### src/rtl/sdram_port_arbiter_if.sv
// Toggle-handshake SDRAM port bundle.
// master: issues requests (drives a/q/we and the req toggles).
// slave : answers requests (drives the ack toggles and read data).
interface sdram_port_arbiter_if #(
  parameter int addrwidth = 16,
  parameter int datawidth = 16
);
  logic [addrwidth:1]   a;
  logic [datawidth-1:0] q;
  logic                 we;
  logic                 rd_req;
  logic                 rd_ack;
  logic                 wr_req;
  logic                 wr_ack;
  logic [datawidth-1:0] d;

  modport master (
    output a, q, we, rd_req, wr_req,
    input  rd_ack, wr_ack, d
  );

  modport slave (
    input  a, q, we, rd_req, wr_req,
    output rd_ack, wr_ack, d
  );
endinterface

### src/rtl/sdram_port_arbiter.sv
// Two-client round-robin arbiter onto one toggle-handshake SDRAM controller port.
// One transaction in flight; acks and read data go back to the issuing client only.
// Optional feature macro: SDRAM_ARB_TIMEOUT_EN (WAIT timeout with sticky timeout output).
module sdram_port_arbiter #(
  parameter int addrwidth = 16,
  parameter int datawidth = 16,
  parameter int tmowidth  = 8
) (
  input  logic                         clk,
  input  logic                         reset_n,
  sdram_port_arbiter_if.slave          c0,
  sdram_port_arbiter_if.slave          c1,
  sdram_port_arbiter_if.master         mem,
  output logic                         grant,
  output logic                         busy
`ifdef SDRAM_ARB_TIMEOUT_EN
  ,
  output logic                         timeout
`endif
);

  localparam logic [1:0] ST_IDLE  = 2'd0;
  localparam logic [1:0] ST_ISSUE = 2'd1;
  localparam logic [1:0] ST_WAIT  = 2'd2;

  logic [1:0]           state_q, state_d;
  logic                 grant_q, grant_d;
  logic                 busy_q, busy_d;
  logic                 op_wr_q, op_wr_d;
  logic                 mem_we_q, mem_we_d;
  logic                 mem_rd_req_q, mem_rd_req_d;
  logic                 mem_wr_req_q, mem_wr_req_d;
  logic                 c0_rd_ack_q, c0_rd_ack_d;
  logic                 c0_wr_ack_q, c0_wr_ack_d;
  logic                 c1_rd_ack_q, c1_rd_ack_d;
  logic                 c1_wr_ack_q, c1_wr_ack_d;
  logic [addrwidth:1]   mem_a_q, mem_a_d;
  logic [datawidth-1:0] mem_q_q, mem_q_d;
  logic [datawidth-1:0] c0_d_q, c0_d_d;
  logic [datawidth-1:0] c1_d_q, c1_d_d;
`ifdef SDRAM_ARB_TIMEOUT_EN
  logic [tmowidth-1:0]  tmo_q, tmo_d;
  logic                 timeout_q, timeout_d;
`else
  logic [tmowidth-1:0]  unused_tmo;
  assign unused_tmo = '0;
`endif

  // Client write flags are informational only; op selection uses the toggles.
  logic unused_we;
  assign unused_we = c0.we ^ c1.we;

  logic p0w, p0r, p1w, p1r, any_pend;
  logic sel, sel_w;
  logic fin;
  logic [datawidth-1:0] fin_data;

  assign p0w = c0.wr_req != c0_wr_ack_q;
  assign p0r = c0.rd_req != c0_rd_ack_q;
  assign p1w = c1.wr_req != c1_wr_ack_q;
  assign p1r = c1.rd_req != c1_rd_ack_q;
  assign any_pend = p0w | p0r | p1w | p1r;

  // Round-robin client choice (non-last-granted first), write beats read within a client.
  always_comb begin
    sel = grant_q;
    if (grant_q ? (p0w | p0r) : (p1w | p1r)) sel = ~grant_q;
    sel_w = sel ? p1w : p0w;
  end

  // Next-state logic for the IDLE -> ISSUE -> WAIT transaction sequence.
  always_comb begin
    state_d      = state_q;
    grant_d      = grant_q;
    busy_d       = busy_q;
    op_wr_d      = op_wr_q;
    mem_we_d     = mem_we_q;
    mem_rd_req_d = mem_rd_req_q;
    mem_wr_req_d = mem_wr_req_q;
    c0_rd_ack_d  = c0_rd_ack_q;
    c0_wr_ack_d  = c0_wr_ack_q;
    c1_rd_ack_d  = c1_rd_ack_q;
    c1_wr_ack_d  = c1_wr_ack_q;
    mem_a_d      = mem_a_q;
    mem_q_d      = mem_q_q;
    c0_d_d       = c0_d_q;
    c1_d_d       = c1_d_q;
`ifdef SDRAM_ARB_TIMEOUT_EN
    tmo_d        = tmo_q;
    timeout_d    = timeout_q;
`endif
    fin          = 1'b0;
    fin_data     = mem.d;

    case (state_q)
      ST_IDLE: begin
        if (any_pend) begin
          grant_d = sel;
          op_wr_d = sel_w;
          busy_d  = 1'b1;
          mem_a_d = sel ? c1.a : c0.a;
          mem_q_d = sel ? c1.q : c0.q;
          state_d = ST_ISSUE;
        end
      end
      ST_ISSUE: begin
        mem_we_d = op_wr_q;
        if (op_wr_q) mem_wr_req_d = ~mem.wr_ack;
        else         mem_rd_req_d = ~mem.rd_ack;
`ifdef SDRAM_ARB_TIMEOUT_EN
        tmo_d = '0;
`endif
        state_d = ST_WAIT;
      end
      ST_WAIT: begin
        if (op_wr_q ? (mem.wr_ack == mem_wr_req_q) : (mem.rd_ack == mem_rd_req_q)) begin
          fin = 1'b1;
        end
`ifdef SDRAM_ARB_TIMEOUT_EN
        else if (tmo_q == '1) begin
          // Give up: complete the client with all-ones data and retire the controller request.
          fin          = 1'b1;
          fin_data     = '1;
          mem_rd_req_d = mem.rd_ack;
          mem_wr_req_d = mem.wr_ack;
          timeout_d    = 1'b1;
        end else begin
          tmo_d = tmo_q + 1'b1;
        end
`endif
      end
      default: state_d = ST_IDLE;
    endcase

    // Completion shared by normal ack and timeout: ack + data land on the same edge.
    if (fin) begin
      state_d  = ST_IDLE;
      mem_we_d = 1'b0;
      busy_d   = 1'b0;
      if (op_wr_q) begin
        if (grant_q) c1_wr_ack_d = ~c1_wr_ack_q;
        else         c0_wr_ack_d = ~c0_wr_ack_q;
      end else begin
        if (grant_q) begin
          c1_rd_ack_d = ~c1_rd_ack_q;
          c1_d_d      = fin_data;
        end else begin
          c0_rd_ack_d = ~c0_rd_ack_q;
          c0_d_d      = fin_data;
        end
      end
    end
  end

  // State registers with asynchronous active-low reset.
  always_ff @(posedge clk or negedge reset_n) begin
    if (!reset_n) begin
      state_q      <= ST_IDLE;
      grant_q      <= 1'b0;
      busy_q       <= 1'b0;
      op_wr_q      <= 1'b0;
      mem_we_q     <= 1'b0;
      mem_rd_req_q <= 1'b0;
      mem_wr_req_q <= 1'b0;
      c0_rd_ack_q  <= 1'b0;
      c0_wr_ack_q  <= 1'b0;
      c1_rd_ack_q  <= 1'b0;
      c1_wr_ack_q  <= 1'b0;
      mem_a_q      <= '0;
      mem_q_q      <= '0;
      c0_d_q       <= '0;
      c1_d_q       <= '0;
`ifdef SDRAM_ARB_TIMEOUT_EN
      tmo_q        <= '0;
      timeout_q    <= 1'b0;
`endif
    end else begin
      state_q      <= state_d;
      grant_q      <= grant_d;
      busy_q       <= busy_d;
      op_wr_q      <= op_wr_d;
      mem_we_q     <= mem_we_d;
      mem_rd_req_q <= mem_rd_req_d;
      mem_wr_req_q <= mem_wr_req_d;
      c0_rd_ack_q  <= c0_rd_ack_d;
      c0_wr_ack_q  <= c0_wr_ack_d;
      c1_rd_ack_q  <= c1_rd_ack_d;
      c1_wr_ack_q  <= c1_wr_ack_d;
      mem_a_q      <= mem_a_d;
      mem_q_q      <= mem_q_d;
      c0_d_q       <= c0_d_d;
      c1_d_q       <= c1_d_d;
`ifdef SDRAM_ARB_TIMEOUT_EN
      tmo_q        <= tmo_d;
      timeout_q    <= timeout_d;
`endif
    end
  end

  assign grant      = grant_q;
  assign busy       = busy_q;
  assign mem.a      = mem_a_q;
  assign mem.q      = mem_q_q;
  assign mem.we     = mem_we_q;
  assign mem.rd_req = mem_rd_req_q;
  assign mem.wr_req = mem_wr_req_q;
  assign c0.rd_ack  = c0_rd_ack_q;
  assign c0.wr_ack  = c0_wr_ack_q;
  assign c0.d       = c0_d_q;
  assign c1.rd_ack  = c1_rd_ack_q;
  assign c1.wr_ack  = c1_wr_ack_q;
  assign c1.d       = c1_d_q;
`ifdef SDRAM_ARB_TIMEOUT_EN
  assign timeout    = timeout_q;
`endif

endmodule
### src/flat_wrapper.sv
// flat-port wrapper written by rule: the top's interface ports become plain ports
module sdram_port_arbiter_flat 
#(
  parameter int addrwidth = 16,
  parameter int datawidth = 16,
  parameter int tmowidth  = 8
)
  (clk, reset_n, grant, busy, c0_a, c0_q, c0_we, c0_rd_req, c0_wr_req, c0_rd_ack, c0_wr_ack, c0_d, c1_a, c1_q, c1_we, c1_rd_req, c1_wr_req, c1_rd_ack, c1_wr_ack, c1_d, mem_a, mem_q, mem_we, mem_rd_req, mem_wr_req, mem_rd_ack, mem_wr_ack, mem_d);
  sdram_port_arbiter_if #(.addrwidth(addrwidth), .datawidth(datawidth)) c0_i ();
  sdram_port_arbiter_if #(.addrwidth(addrwidth), .datawidth(datawidth)) c1_i ();
  sdram_port_arbiter_if #(.addrwidth(addrwidth), .datawidth(datawidth)) mem_i ();
  input  logic clk;
  input  logic reset_n;
  output logic grant;
  output logic busy;
  input wire logic [$bits(c0_i.a)-1:0] c0_a;
  input wire logic [$bits(c0_i.q)-1:0] c0_q;
  input wire logic [$bits(c0_i.we)-1:0] c0_we;
  input wire logic [$bits(c0_i.rd_req)-1:0] c0_rd_req;
  input wire logic [$bits(c0_i.wr_req)-1:0] c0_wr_req;
  output wire logic [$bits(c0_i.rd_ack)-1:0] c0_rd_ack;
  output wire logic [$bits(c0_i.wr_ack)-1:0] c0_wr_ack;
  output wire logic [$bits(c0_i.d)-1:0] c0_d;
  input wire logic [$bits(c1_i.a)-1:0] c1_a;
  input wire logic [$bits(c1_i.q)-1:0] c1_q;
  input wire logic [$bits(c1_i.we)-1:0] c1_we;
  input wire logic [$bits(c1_i.rd_req)-1:0] c1_rd_req;
  input wire logic [$bits(c1_i.wr_req)-1:0] c1_wr_req;
  output wire logic [$bits(c1_i.rd_ack)-1:0] c1_rd_ack;
  output wire logic [$bits(c1_i.wr_ack)-1:0] c1_wr_ack;
  output wire logic [$bits(c1_i.d)-1:0] c1_d;
  output wire logic [$bits(mem_i.a)-1:0] mem_a;
  output wire logic [$bits(mem_i.q)-1:0] mem_q;
  output wire logic [$bits(mem_i.we)-1:0] mem_we;
  output wire logic [$bits(mem_i.rd_req)-1:0] mem_rd_req;
  output wire logic [$bits(mem_i.wr_req)-1:0] mem_wr_req;
  input wire logic [$bits(mem_i.rd_ack)-1:0] mem_rd_ack;
  input wire logic [$bits(mem_i.wr_ack)-1:0] mem_wr_ack;
  input wire logic [$bits(mem_i.d)-1:0] mem_d;
  assign c0_i.a = c0_a;
  assign c0_i.q = c0_q;
  assign c0_i.we = c0_we;
  assign c0_i.rd_req = c0_rd_req;
  assign c0_i.wr_req = c0_wr_req;
  assign c0_rd_ack = c0_i.rd_ack;
  assign c0_wr_ack = c0_i.wr_ack;
  assign c0_d = c0_i.d;
  assign c1_i.a = c1_a;
  assign c1_i.q = c1_q;
  assign c1_i.we = c1_we;
  assign c1_i.rd_req = c1_rd_req;
  assign c1_i.wr_req = c1_wr_req;
  assign c1_rd_ack = c1_i.rd_ack;
  assign c1_wr_ack = c1_i.wr_ack;
  assign c1_d = c1_i.d;
  assign mem_a = mem_i.a;
  assign mem_q = mem_i.q;
  assign mem_we = mem_i.we;
  assign mem_rd_req = mem_i.rd_req;
  assign mem_wr_req = mem_i.wr_req;
  assign mem_i.rd_ack = mem_rd_ack;
  assign mem_i.wr_ack = mem_wr_ack;
  assign mem_i.d = mem_d;
  sdram_port_arbiter #(.addrwidth(addrwidth), .datawidth(datawidth), .tmowidth(tmowidth)) u_core (.clk(clk), .reset_n(reset_n), .c0(c0_i), .c1(c1_i), .mem(mem_i), .grant(grant), .busy(busy));
endmodule
### config.mk
export PLATFORM = sky130hd
export DESIGN_NAME = sdram_port_arbiter_flat
export DESIGN_NICKNAME = d
export VERILOG_FILES = /design/src/rtl/sdram_port_arbiter_if.sv /design/src/rtl/sdram_port_arbiter.sv /design/src/flat_wrapper.sv
export SDC_FILE = /design/constraint.sdc
export NUM_CORES = 1
export LEC_CHECK = 0
export ABC_AREA = 1
export BUFFER_PORTS_ARGS = -buffer_cell sky130_fd_sc_hd__buf_2
export CELL_PAD_IN_SITES_DETAIL_PLACEMENT = 1
export CELL_PAD_IN_SITES_GLOBAL_PLACEMENT = 1
export CORE_ASPECT_RATIO = 0.6
export CORE_MARGIN = 1
export CORE_UTILIZATION = 34
export CTS_CLUSTER_SIZE = 40
export DETAILED_ROUTE_END_ITERATION = 6
export PLACE_DENSITY_LB_ADDON = 0.1
export SYNTH_ARGS = -nofsm -noshare
export SYNTH_HDL_FRONTEND = slang
export SYNTH_SLANG_ARGS = --single-unit
### constraint.sdc
create_clock -name clk -period 1.6 [get_ports clk]
set_input_delay 0.16 -clock clk [delete_from_list [all_inputs] [get_ports clk]]
set_output_delay 0.16 -clock clk [all_outputs]
set_load 0.03 [all_outputs]
# Word-level counts from Yosys, hierarchy flattened
# Index checks and enable logic that the tools add are counted.
[word_totals] register_bits=76 latchBits=0 ramBits=0 mem_bits_ro=0 in_bits=90 output_inout_bits=73 wordCells=66 mem_count=0
[op_classes] addsub=0 mul=0 div_mod_pow=0 n_lt_le_gt_ge=0 n_eq_ne=10 shifts=0 muxes=16 bitwise=12 reduce_logical=13
[op_table] cell="2-to-1 mux 16 bit" count=2
[op_table] cell="AND reduction 3 bit" count=4
[op_table] cell="2-to-1 mux 1 bit" count=11
[op_table] cell="AND reduction 2 bit" count=5
[op_table] cell="inverter 1 bit" count=8
[op_table] cell="one-hot mux 2 bit (3 select lines)" count=1
[op_table] cell="nonzero test 2 bit" count=3
[op_table] cell="2-to-1 mux 2 bit" count=2
[op_table] cell="inequality test 1 bit" count=4
[op_table] cell="bitwise OR 1 bit" count=4
[op_table] cell="inequality test 3 x 1 -> 1 bit, second input constant" count=1
[op_table] cell="equality test 1 bit" count=2
[op_table] cell="equality test 2 x 1 -> 1 bit, second input constant" count=1
[op_table] cell="equality test 2 bit, second input constant" count=1
[op_table] cell="logical NOT 2 bit" count=1
[op_table] cell="inequality test 2 x 1 -> 1 bit, second input constant" count=1

# Longest topological paths before layout
# Gate-level depths: netlist of run 1.
[depth] depth_word=7 mapped_depth=9 mapped_depth_nobuf=9

# Worst setup path after synthesis of run 1
# No wires, ideal clock.
[synth_timing] path_kind="reg2reg" startpoint="register u_core.grant_q (netlist: u_core.grant)" endpoint="register u_core.mem_a_q, in the netlist u_core.mem.a[10]" setup_time_ns=0.117 t_arrival_ns=1.323 required_time_ns=1.483 setup_slack_ns=0.159 stages_incl_launch_ff=8 n_path_buf=2 synth_period_minus_slack_ns=1.441 path_cell_list="dfrtp_1 > buf_2 > inv_2 > nand3_2 > buf_2 > nand3_1 > nand3_1 > nand2_1"
[synth_between] elab_chain_len=3 word_cells_on_any_way=4 cone_classes="mux (3); bitwise (1)"
[synth_lines] item="start: declaration" line="sdram_port_arbiter.sv:27" rtl="logic grant_q, grant_d;"
[synth_lines] item="start signal: assignment" line="sdram_port_arbiter.sv:179" rtl="grant_q <= grant_d;"
[synth_lines] item="2-to-1 mux 1 bit / inverter 1 bit (equally long branches)"
[synth_lines] item="2-to-1 mux 1 bit *" line="sdram_port_arbiter.sv:67" rtl="if (grant_q ? (p0w | p0r) : (p1w | p1r)) sel = ~grant_q;"
[synth_lines] item="2-to-1 mux 16 bit *" line="sdram_port_arbiter.sv:101" rtl="mem_a_d = sel ? c1.a : c0.a;"
[synth_lines] item="end signal: assignment" line="sdram_port_arbiter.sv:189" rtl="mem_a_q <= mem_a_d;"
[synth_lines] item="end: declaration" line="sdram_port_arbiter.sv:37" rtl="logic [addrwidth:1] mem_a_q, mem_a_d;"
# Mark *: on every way between the ends. The rest lies on a longest branch, timed or not.
# A chain may end at the register's enable or synchronous reset.

# Worst setup path in the final report of run 1
[layout_timing] startpoint="register u_core.c0_wr_ack_q (netlist: u_core.c0.wr_ack)" endpoint="register u_core.mem_q_q[11] (netlist: u_core.mem.q[11])"
[layout_between] elab_chain_len=5 word_cells_on_any_way=8 cone_classes="eq/ne (1); mux (3); bitwise (3); reduce/logical (1)"
[layout_lines] item="start: declaration" line="sdram_port_arbiter.sv:34" rtl="logic c0_wr_ack_q, c0_wr_ack_d;"
[layout_lines] item="start signal: assignment" line="sdram_port_arbiter.sv:186" rtl="c0_wr_ack_q <= c0_wr_ack_d;"
[layout_lines] item="inequality test 1 bit *" line="sdram_port_arbiter.sv:58" rtl="assign p0w = c0.wr_req != c0_wr_ack_q;"
[layout_lines] item="bitwise OR 1 bit *" line="sdram_port_arbiter.sv:62, sdram_port_arbiter.sv:67"
[layout_lines] item="2-to-1 mux 1 bit / bitwise OR 1 bit (equally long branches) (2 in a row)" line="sdram_port_arbiter.sv:67, sdram_port_arbiter.sv:62"
[layout_lines] item="2-to-1 mux 16 bit / AND reduction 2 bit (equally long branches)"
[layout_lines] item="end signal: assignment" line="sdram_port_arbiter.sv:190" rtl="mem_q_q <= mem_q_d;"
[layout_lines] item="end: declaration" line="sdram_port_arbiter.sv:38" rtl="logic [datawidth-1:0] mem_q_q, mem_q_d;"
# Marks and branches as above.

==> results of run 1 <==
==> kinds of logic (layout without fill, tap and decap cells) <==
kind of cell	after synthesis	count (layout)
flops	76	76
buf+inv	123	299
xor+xnor	3	3
simple gates	287	288
compound gates	20	20
==> flip-flops by register name, indices dropped and copies added, names as in the netlist <==
register,flops
u_core.op_wr_q,1
u_core.c1.d,16
u_core.c0.wr_ack,1
u_core.mem.a,16
u_core.mem.wr_req,1
u_core.busy,1
u_core.mem.we,1
u_core.c0.rd_ack,1
u_core.c1.rd_ack,1
u_core.c0.d,16
u_core.state_q,2
u_core.grant,1
u_core.mem.q,16
u_core.c1.wr_ack,1
u_core.mem.rd_req,1
==> power by group through the flow <==
stage,logic [W],registers (W),clock network (W)
2_1_floorplan,0.00273,0.00512,0
3_3_place_gp,0.00637,0.00341,0
3_5_place_dp,0.00652,0.00344,0
4_1_cts,0.00661,0.00343,0.00261
5_1_grt,0.00758,0.00357,0.00268
6_report,0.00696,0.00344,0.00255
==> critical path: cells and delay by family (launching register included) <==
family,cells,cell delay (ps)
simple gates,5,360
buf+inv,3,470
compound gates,1,200
flops,1,420
==> cell type report <==
class,instances,area [µm²],share of cell area [%]
multi-input cells,311,1490,27.2
repair buffers,184,1160,21.2
well taps,139,174,3.18
flip-flops and latches,76,1900,34.8
clock inverters,6,135,2.47
clock buffers,10,239,4.37
inverters,99,372,6.80
==> per-stage QoR <==
step / cells / setup WS, ps / TNS [ps] / hold slack [ps]
final: 825 / 85.4 / 0 / 36.6
after global routing: 825 / -17.0 / -48.6 / 41.9
after CTS: 819 / 44.9 / 0 / 28.9
after detailed placement: 801 / -169 / -3730 / 132
after global placement: 801 / -88.8 / -2550 / 127
after floorplan: 509 / 159 / 0 / -136
==> repair_timing <==
action,in CTS,in global routing
cloned,1,2
hold buffers,1,0
resized for setup,1,2
endpoints found under the setup margin,33,49
pin swaps,1,2
endpoints found under the hold margin,28,0
buffers inserted,0,4
==> path summary, 6_finish.rpt <==
check,startpoint,end
worst max-delay path,u_core.c0.wr_ack$_DFFE_PN0P_,u_core.mem.q[11]$_DFFE_PN0P_
worst min-delay path,mem_d[5],u_core.c1.d[5]$_DFFE_PN0P_
min in group asynchronous,reset_n,u_core.c0.d[5]$_DFFE_PN0P_
max in group asynchronous,reset_n,u_core.mem.q[2]$_DFFE_PN0P_
worst max register to register,u_core.c0.wr_ack$_DFFE_PN0P_,u_core.mem.q[11]$_DFFE_PN0P_
worst min register to register,u_core.c1.d[5]$_DFFE_PN0P_,u_core.c1.d[5]$_DFFE_PN0P_
==> layer usage <==
layer,vias up,routed length (µm),track usage (%),part of all wire (%)
li1,1903,-,-,-
met1,1867,6210,30.7,48
met2,131,5930,36.4,46
met3,11,726,5.14,5.6
met4,0,123,6.59,0.95
met5,-,0,0,0
==> cells in the mapped netlist, drive strengths merged <==
cell type | count | area, µm²
inv | 99 | 372
o21ai | 20 | 111
xor2 | 3 | 26.3
nand4 | 2 | 33.8
nand2 | 173 | 684
buf | 24 | 166
nand3 | 104 | 538
nor2 | 8 | 66.3
dfrtp | 76 | 1900
==> flow_summary.ini, run 1 <==
[final_layout]
mostFrequentLayoutCells = 165 x nand2_1, 159 x buf_2, 102 x nand3_1, 94 x inv_1, 76 x dfrtp_1
fillers = 1391
final_common_cell = nand2_1
design_area_um2 = 5470
drive_gt1_share_pct = 32.5
post-route-util_pct = 50.4
nets = 771
antenna_cells = 0
area_growth_pct = 40.1

[clock_tree]
path_clk_slew_ps = 60
cts_tree = done
cts.sinks = 76
clockBufferDepth = 2
cts_htree_levels = 3
root_buffer = clkbuf_16
cts_made_buffers = 9
clk_latency_ps = 340

[yosys]
postSynthCellCount = 509
yosysWarningCount = 0
ys_types = 22
synth_nets = 599
synth_top_family_by_area = simple AND/OR/NAND/NOR gates
synthXorXnorAreaFrac_pct = 0.674
syn_avg_cell_area_um2 = 7.66
yosysSeqAreaShare_pct = 48.8
synth-simple-area-share_pct = 33.9
synth_mux_area_share_pct = 0
synthesis.area_um2 = 3900
synth_seq_cells = 76
yosys.area_share.adder_pct = 0
synth_compound_area_share_pct = 2.86

[worst_setup_path]
r2r_slack_ps = 90
rr_worst_depth = 9
cp_cell_sequence = inv_1 > nand2_1 > nand2_2 > nand2_4 > buf_4 > o21ai_4 > buf_4 > nand2_1 > nand2_1
worst_path_largest_cell_delay_ps = 420
cp.arrival_ps = 1790
crit_path_top_delay_cell = dfrtp_1
crit_top_cell = nand2_1
cp_data_required_time_ps = 1880
crit_fanout = 11
worst_setup_path_start_kind = flip-flop
critPathKind = flip-flop to flip-flop
cp-end-kind = flip-flop

[floorplanning]
start_util_pct = 35.9
row_count = 29
dieHeight_um = 85.0
core_um2 = 10800
io_pins = 163
die_x_um = 140
die-area_um2 = 11900

[power]
switchingPower_w = 0.00609
p_int_w = 0.00686
finalPower_w = 0.0130
peakVddDrop_v = 0.000946
p_comb_share_pct = 53.7
cellLeakagePower_nw = 3.31
p_sw_share_pct = 47.0
p_per_area_nw_per_um2 = 2370
p_seq_share_pct = 26.6
pwr-share-clk_pct = 19.7

[hold_path]
hp-class = input port to flip-flop
hold_depth = 3

[detailed_routing]
drt-initial-drc-count = 121
totalWireLength_mm = 13.0
detail_route.wl_per_cell_um = 15.7
drc_errors = 0
dr_total_vias = 3912
first_pass_iters = 4
detail-route-antenna-nets = 0
drt-vias-per-instance = 4.74

[placement]
gp_congestion = 0.786
dp_hpwl_mm = 8.44
dpl_cell_area_um2 = 4940
port_buffers = 160

[timing]
maxSlewViolCount = 0
worst_pin_slew_ps = 447
finalCriticalPeriod_ps = 1510
fin_crit_sh_pct = 94.7
fmax_ghz = 0.660
hold_violations = 0
clock_skew_ps = 4.24
max_slew_margin_pct = 70.2
setup_violations = 0

[global_routing]
grt-ovfl-total = 0
grt_max_degree = 35
grt_pass1_vias = 4143
antenna_found_initial = 0
grt_pass1_wl_mm = 21.0
track_usage_pct = 22.7

[run_status]
status = completed

[job]
max-cap-violations = 0
(Power assumes the default switching activity.)
==> run 2: changes to the inputs <==
--- a/config.mk
+++ b/config.mk
@@ -6,12 +6,14 @@
 export NUM_CORES = 1
 export LEC_CHECK = 0
 export ABC_AREA = 1
+export ABC_CLOCK_PERIOD_IN_PS = 1600
 export BUFFER_PORTS_ARGS = -buffer_cell sky130_fd_sc_hd__buf_2
 export CELL_PAD_IN_SITES_DETAIL_PLACEMENT = 1
 export CELL_PAD_IN_SITES_GLOBAL_PLACEMENT = 1
 export CORE_ASPECT_RATIO = 0.6
 export CORE_MARGIN = 1
-export CORE_UTILIZATION = 34
+export CORE_UTILIZATION = 35
+export CTS_BUF_LIST = sky130_fd_sc_hd__clkbuf_2 sky130_fd_sc_hd__clkbuf_4 sky130_fd_sc_hd__clkbuf_8
 export CTS_CLUSTER_SIZE = 40
 export DETAILED_ROUTE_END_ITERATION = 6
 export PLACE_DENSITY_LB_ADDON = 0.1
==> flow_summary.ini, run 2 (synthesis results as in run 1) <==
[timing]
clock_skew_ps = 10.6
hold_violations = 0
setup_violations = 0
finalCriticalPeriod_ps = 1490
fin_ws_ps = 113
worst_pin_slew_ps = 509
fin_crit_sh_pct = 93.0
rsz0062_at_grt = no
maxSlewViolCount = 0
max_slew_margin_pct = 66.1
fmax_ghz = 0.672

[final_layout]
multi_input_area_um2 = 1480
drive_gt1_share_pct = 32.3
nets = 769
post-route-util_pct = 49.2
mostFrequentLayoutCells = 164 x nand2_1, 159 x buf_2, 102 x nand3_1, 94 x inv_1, 76 x dfrtp_1
area_growth_pct = 35.0
fillers = 1388
antenna_cells = 0
final_common_cell = nand2_1
seqCellArea_um2 = 1900

[global_routing]
track_usage_pct = 22.3
grt_pass1_wl_mm = 20.4
grt-ovfl-total = 0
grt_pass1_vias = 4043
grt_max_degree = 36
antenna_found_initial = 0

[clock_tree]
cts_tree = done
root_buffer = clkbuf_8
path_clk_slew_ps = 90
clockBufferDepth = 2
cts_made_buffers = 9
cts.sinks = 76
cts_htree_levels = 3
clk_latency_ps = 360

[run_status]
violations = design-rule violations
status = complete, but fails checks

[power]
cellLeakagePower_nw = 3.23
p_per_area_nw_per_um2 = 2230
peakVddDrop_v = 0.000921

[worst_setup_path]
critPathKind = flip-flop to flip-flop
worst_setup_path_start_kind = flip-flop
startpoint = u_core.c0.wr_ack$_DFFE_PN0P_
cp.arrival_ps = 1780
crit_fanout = 26
reg2reg_from = u_core.c0.wr_ack$_DFFE_PN0P_
cp-end-kind = flip-flop
cp_data_required_time_ps = 1890

[detailed_routing]
dr_total_vias = 3868
first_pass_iters = 7
drt-initial-drc-count = 192
drt-vias-per-instance = 4.70
drc_errors = 22
totalWireLength_mm = 12.3
detail_route.wl_per_cell_um = 15.0
detail-route-antenna-nets = 0

[floorplanning]
die-area_um2 = 11600
row_count = 29
dieHeight_um = 83.8
io_pins = 163
start_util_pct = 36.4
core_um2 = 10700
die_x_um = 138

[placement]
port_buffers = 160
pre_cts_ws_ps = -194
gp_congestion = 0.774
dp_hpwl_mm = 8.70

[hold_path]
hp-class = input port to flip-flop
hp-start = mem_rd_ack

[job]
max-cap-violations = 0
-- run 2: path summary, 6_finish.rpt --
check | cells after the start | slack, ps | end
hold reg to reg | 2 | 470 | u_core.c1.d[7]$_DFFE_PN0P_
min in group asynchronous | 2 | 320 | u_core.c1.d[7]$_DFFE_PN0P_
setup / recovery | 9 | 110 | u_core.mem.q[15]$_DFFE_PN0P_
setup reg to reg | 9 | 110 | u_core.mem.q[15]$_DFFE_PN0P_
hold / removal | 2 | 10 | u_core.mem.rd_req$_DFFE_PN0P_
max in group asynchronous | 3 | 750 | u_core.busy$_DFFE_PN0P_
-- run 2: area by class of cell --
class | instances | area share (%)
timing repair buffer | 182 | 21.3
inverter | 99 | 7.06
clock inverter | 7 | 1.73
sequential | 76 | 36.1
tap | 139 | 3.30
multi-input combinational | 311 | 28.1
clock buffer | 9 | 2.35
-- run 2: layer usage --
layer | part of all wire (%) | GRT usage, % | vias up
met3 | 5.3 | 5.22 | 15
met2 | 47 | 37.4 | 111
li1 | - | - | 1884
met5 | 0 | 0 | -
met1 | 46 | 29.2 | 1858
met4 | 1.1 | 5.52 | 0
-- run 2: repair_timing --
item                                    in CTS  in global routing
hold buffers                                 2                  0
pin swaps                                    0                  2
cloned                                       1                  0
hold endpoints to repair                    33                  0
setup buffers                                0                  3
gates resized for setup                      1                  2
endpoints found under the setup margin      34                 45
-- run 2: worst max-delay path, cell delays in order, from the launching register on --
cell and delay [ps]:
dfrtp_1 420, inv_1 70, nand2_1 50, nand2_2 110, nand2_4 60, buf_4 150
o21ai_4 190, buf_12 200, nand2_1 70, nand2_1 80
-- run 2: through the flow --
step           std cells  hold WS, ps  power [W]  area, µm²  setup TNS (ps)
2_1_floorplan        509         -136    0.00784       3900               0
3_3_place_gp         801          162    0.00972       4950           -2530
3_5_place_dp         801          168    0.00998       4950           -4840
4_1_cts              820         2.93     0.0117       5200               0
5_1_grt              823         4.02     0.0126       5270               0
6_report             823         13.6     0.0117       5270               0
-- run 2: power by group --
part	total (W)	switching (W)	leakage [nW]	internal [W]
sequential	0.00342	0.000569	0.942	0.00285
clock	0.00163	0.000754	0.109	0.000873
combinational	0.00669	0.00457	2.17	0.00212
==> run 3: changes to the inputs <==
--- a/config.mk
+++ b/config.mk
@@ -17,6 +17,7 @@
 export CTS_CLUSTER_SIZE = 40
 export DETAILED_ROUTE_END_ITERATION = 6
 export PLACE_DENSITY_LB_ADDON = 0.1
+export REMOVE_ABC_BUFFERS = 1
 export SYNTH_ARGS = -nofsm -noshare
 export SYNTH_HDL_FRONTEND = slang
 export SYNTH_SLANG_ARGS = --single-unit
==> flow_summary.ini, run 3 (synthesis results as in run 1) <==
[worst_setup_path]
crit_fanout = 17
worst_setup_path_start_kind = flip-flop
cp_data_required_time_ps = 1850
cp_cell_sequence = inv_1 > nand2_1 > nand2_2 > nand2_4 > buf_4 > nand2_2 > clkbuf_16 > nand3_1 > nand3_1 > nand2_1
worst_path_largest_cell_delay_ps = 420
cp-end-kind = flip-flop
crit_path_top_delay_cell = dfrtp_1
critPathKind = flip-flop to flip-flop
cp.arrival_ps = 1770

[final_layout]
final_common_cell = nand2_1
drive_gt1_share_pct = 32.2
fin_cells = 823
seqCellArea_um2 = 1900
fillers = 1353
nets = 769
antenna_cells = 0
post-route-util_pct = 49.2
mostFrequentLayoutCells = 165 x nand2_1, 159 x buf_2, 102 x nand3_1, 94 x inv_1, 76 x dfrtp_1
multi_input_area_um2 = 1470
area_growth_pct = 34.9

[timing]
rsz0062_at_grt = yes
finalCriticalPeriod_ps = 1510
hold_violations = 0
fin_crit_sh_pct = 94.5
maxSlewViolCount = 0
fin_ws_ps = 88.6
setup_violations = 0
fmax_ghz = 0.662
max_slew_margin_pct = 64.3
tns_ps = 0
clock_skew_ps = 10.8
worst_pin_slew_ps = 534

[clock_tree]
root_buffer = clkbuf_8
clk_latency_ps = 350
cts.sinks = 76
cts_tree = done
cts_made_buffers = 9
cts_htree_levels = 3
clockBufferDepth = 2
path_clk_slew_ps = 90

[run_status]
violations = design-rule violations
status = complete, but fails checks

[global_routing]
use_met3_pct = 5.34
grt_max_degree = 41
grt_pass1_vias = 4020
grt-ovfl-total = 0
use_met1_pct = 28.8
track_usage_pct = 21.9
use_met2_pct = 35.6
grt_pass1_wl_mm = 20.0
grt.busiest_layer = met2
antenna_found_initial = 0

[power]
p_per_area_nw_per_um2 = 2230
finalPower_w = 0.0118
peakVddDrop_v = 0.000955
cellLeakagePower_nw = 3.22

[placement]
port_buffers = 160
dp_hpwl_mm = 8.46
gp_congestion = 0.775
pre_cts_ws_ps = -167
dp_cells = 799

[detailed_routing]
dr_total_vias = 3841
totalWireLength_mm = 12.2
drc_errors = 11
drt-vias-per-instance = 4.67
drt-initial-drc-count = 117
detail_route.wl_per_cell_um = 14.8
detail-route-antenna-nets = 0
first_pass_iters = 6

[floorplanning]
die-area_um2 = 11600
die_x_um = 138
start_util_pct = 36.4
core_um2 = 10700
io_pins = 163
dieHeight_um = 83.8
row_count = 29

[job]
max-cap-violations = 0

[hold_path]
hp-class = input port to flip-flop
-- run 3: cell type report --
class | count | share of cell area [%]
Clock buffer | 10 | 2.62
Clock inverter | 6 | 1.38
Inverter | 99 | 7.06
Multi-Input combinational cell | 311 | 28.0
Sequential cell | 76 | 36.1
Tap cell | 139 | 3.30
Timing Repair Buffer | 182 | 21.5
-- run 3: worst max-delay path: cells and delay by family (launching register included) --
family                 cells  cell delay (ps)
and+or+nand+nor            7              570
buffers and inverters      3              420
DFF                        1              420
-- run 3: worst paths after layout --
check	from	to	slack (ps)	depth (start not counted)
worst max-delay path	u_core.c0.wr_ack$_DFFE_PN0P_	u_core.mem.q[2]$_DFFE_PN0P_	90	10
worst min-delay path	mem_d[10]	u_core.c1.d[10]$_DFFE_PN0P_	20	3
worst max register to register	u_core.c0.wr_ack$_DFFE_PN0P_	u_core.mem.q[2]$_DFFE_PN0P_	90	10
worst min register to register	u_core.c1.d[6]$_DFFE_PN0P_	u_core.c1.d[6]$_DFFE_PN0P_	470	2
max in group asynchronous	reset_n	u_core.c1.rd_ack$_DFFE_PN0P_	710	3
min in group asynchronous	reset_n	u_core.mem.q[10]$_DFFE_PN0P_	280	2
-- run 3: what timing repair did --
item                                    4_1_cts  5_1_grt
resized for setup                             1        0
buffers inserted                              0        3
endpoints found under the setup margin       34       50
pin swaps                                     1        2
hold endpoints to repair                     32        0
hold buffers                                  2        0
cloned                                        1        2
-- run 3: metrics by stage --
stage	instance area, µm²	hold WS [ps]
6_report	5260	21.8
5_1_grt	5260	4.40
4_1_cts	5160	1.03
3_5_place_dp	4920	137
3_3_place_gp	4920	135
2_1_floorplan	3730	-136
-- run 3: routing by layer --
metal / vias to the layer above / wire (µm)
met2: 121 / 5610
li1: 1886 / -
met5: - / 0
met1: 1819 / 5700
met4: 0 / 171
met3: 15 / 690
-- run 3: power by group --
group          internal, W  total (W)  switching [W]  leakage, nW
combinational      0.00218    0.00677        0.00459         2.18
clock             0.000777    0.00156       0.000780        0.103
sequential         0.00285    0.00343       0.000581        0.942
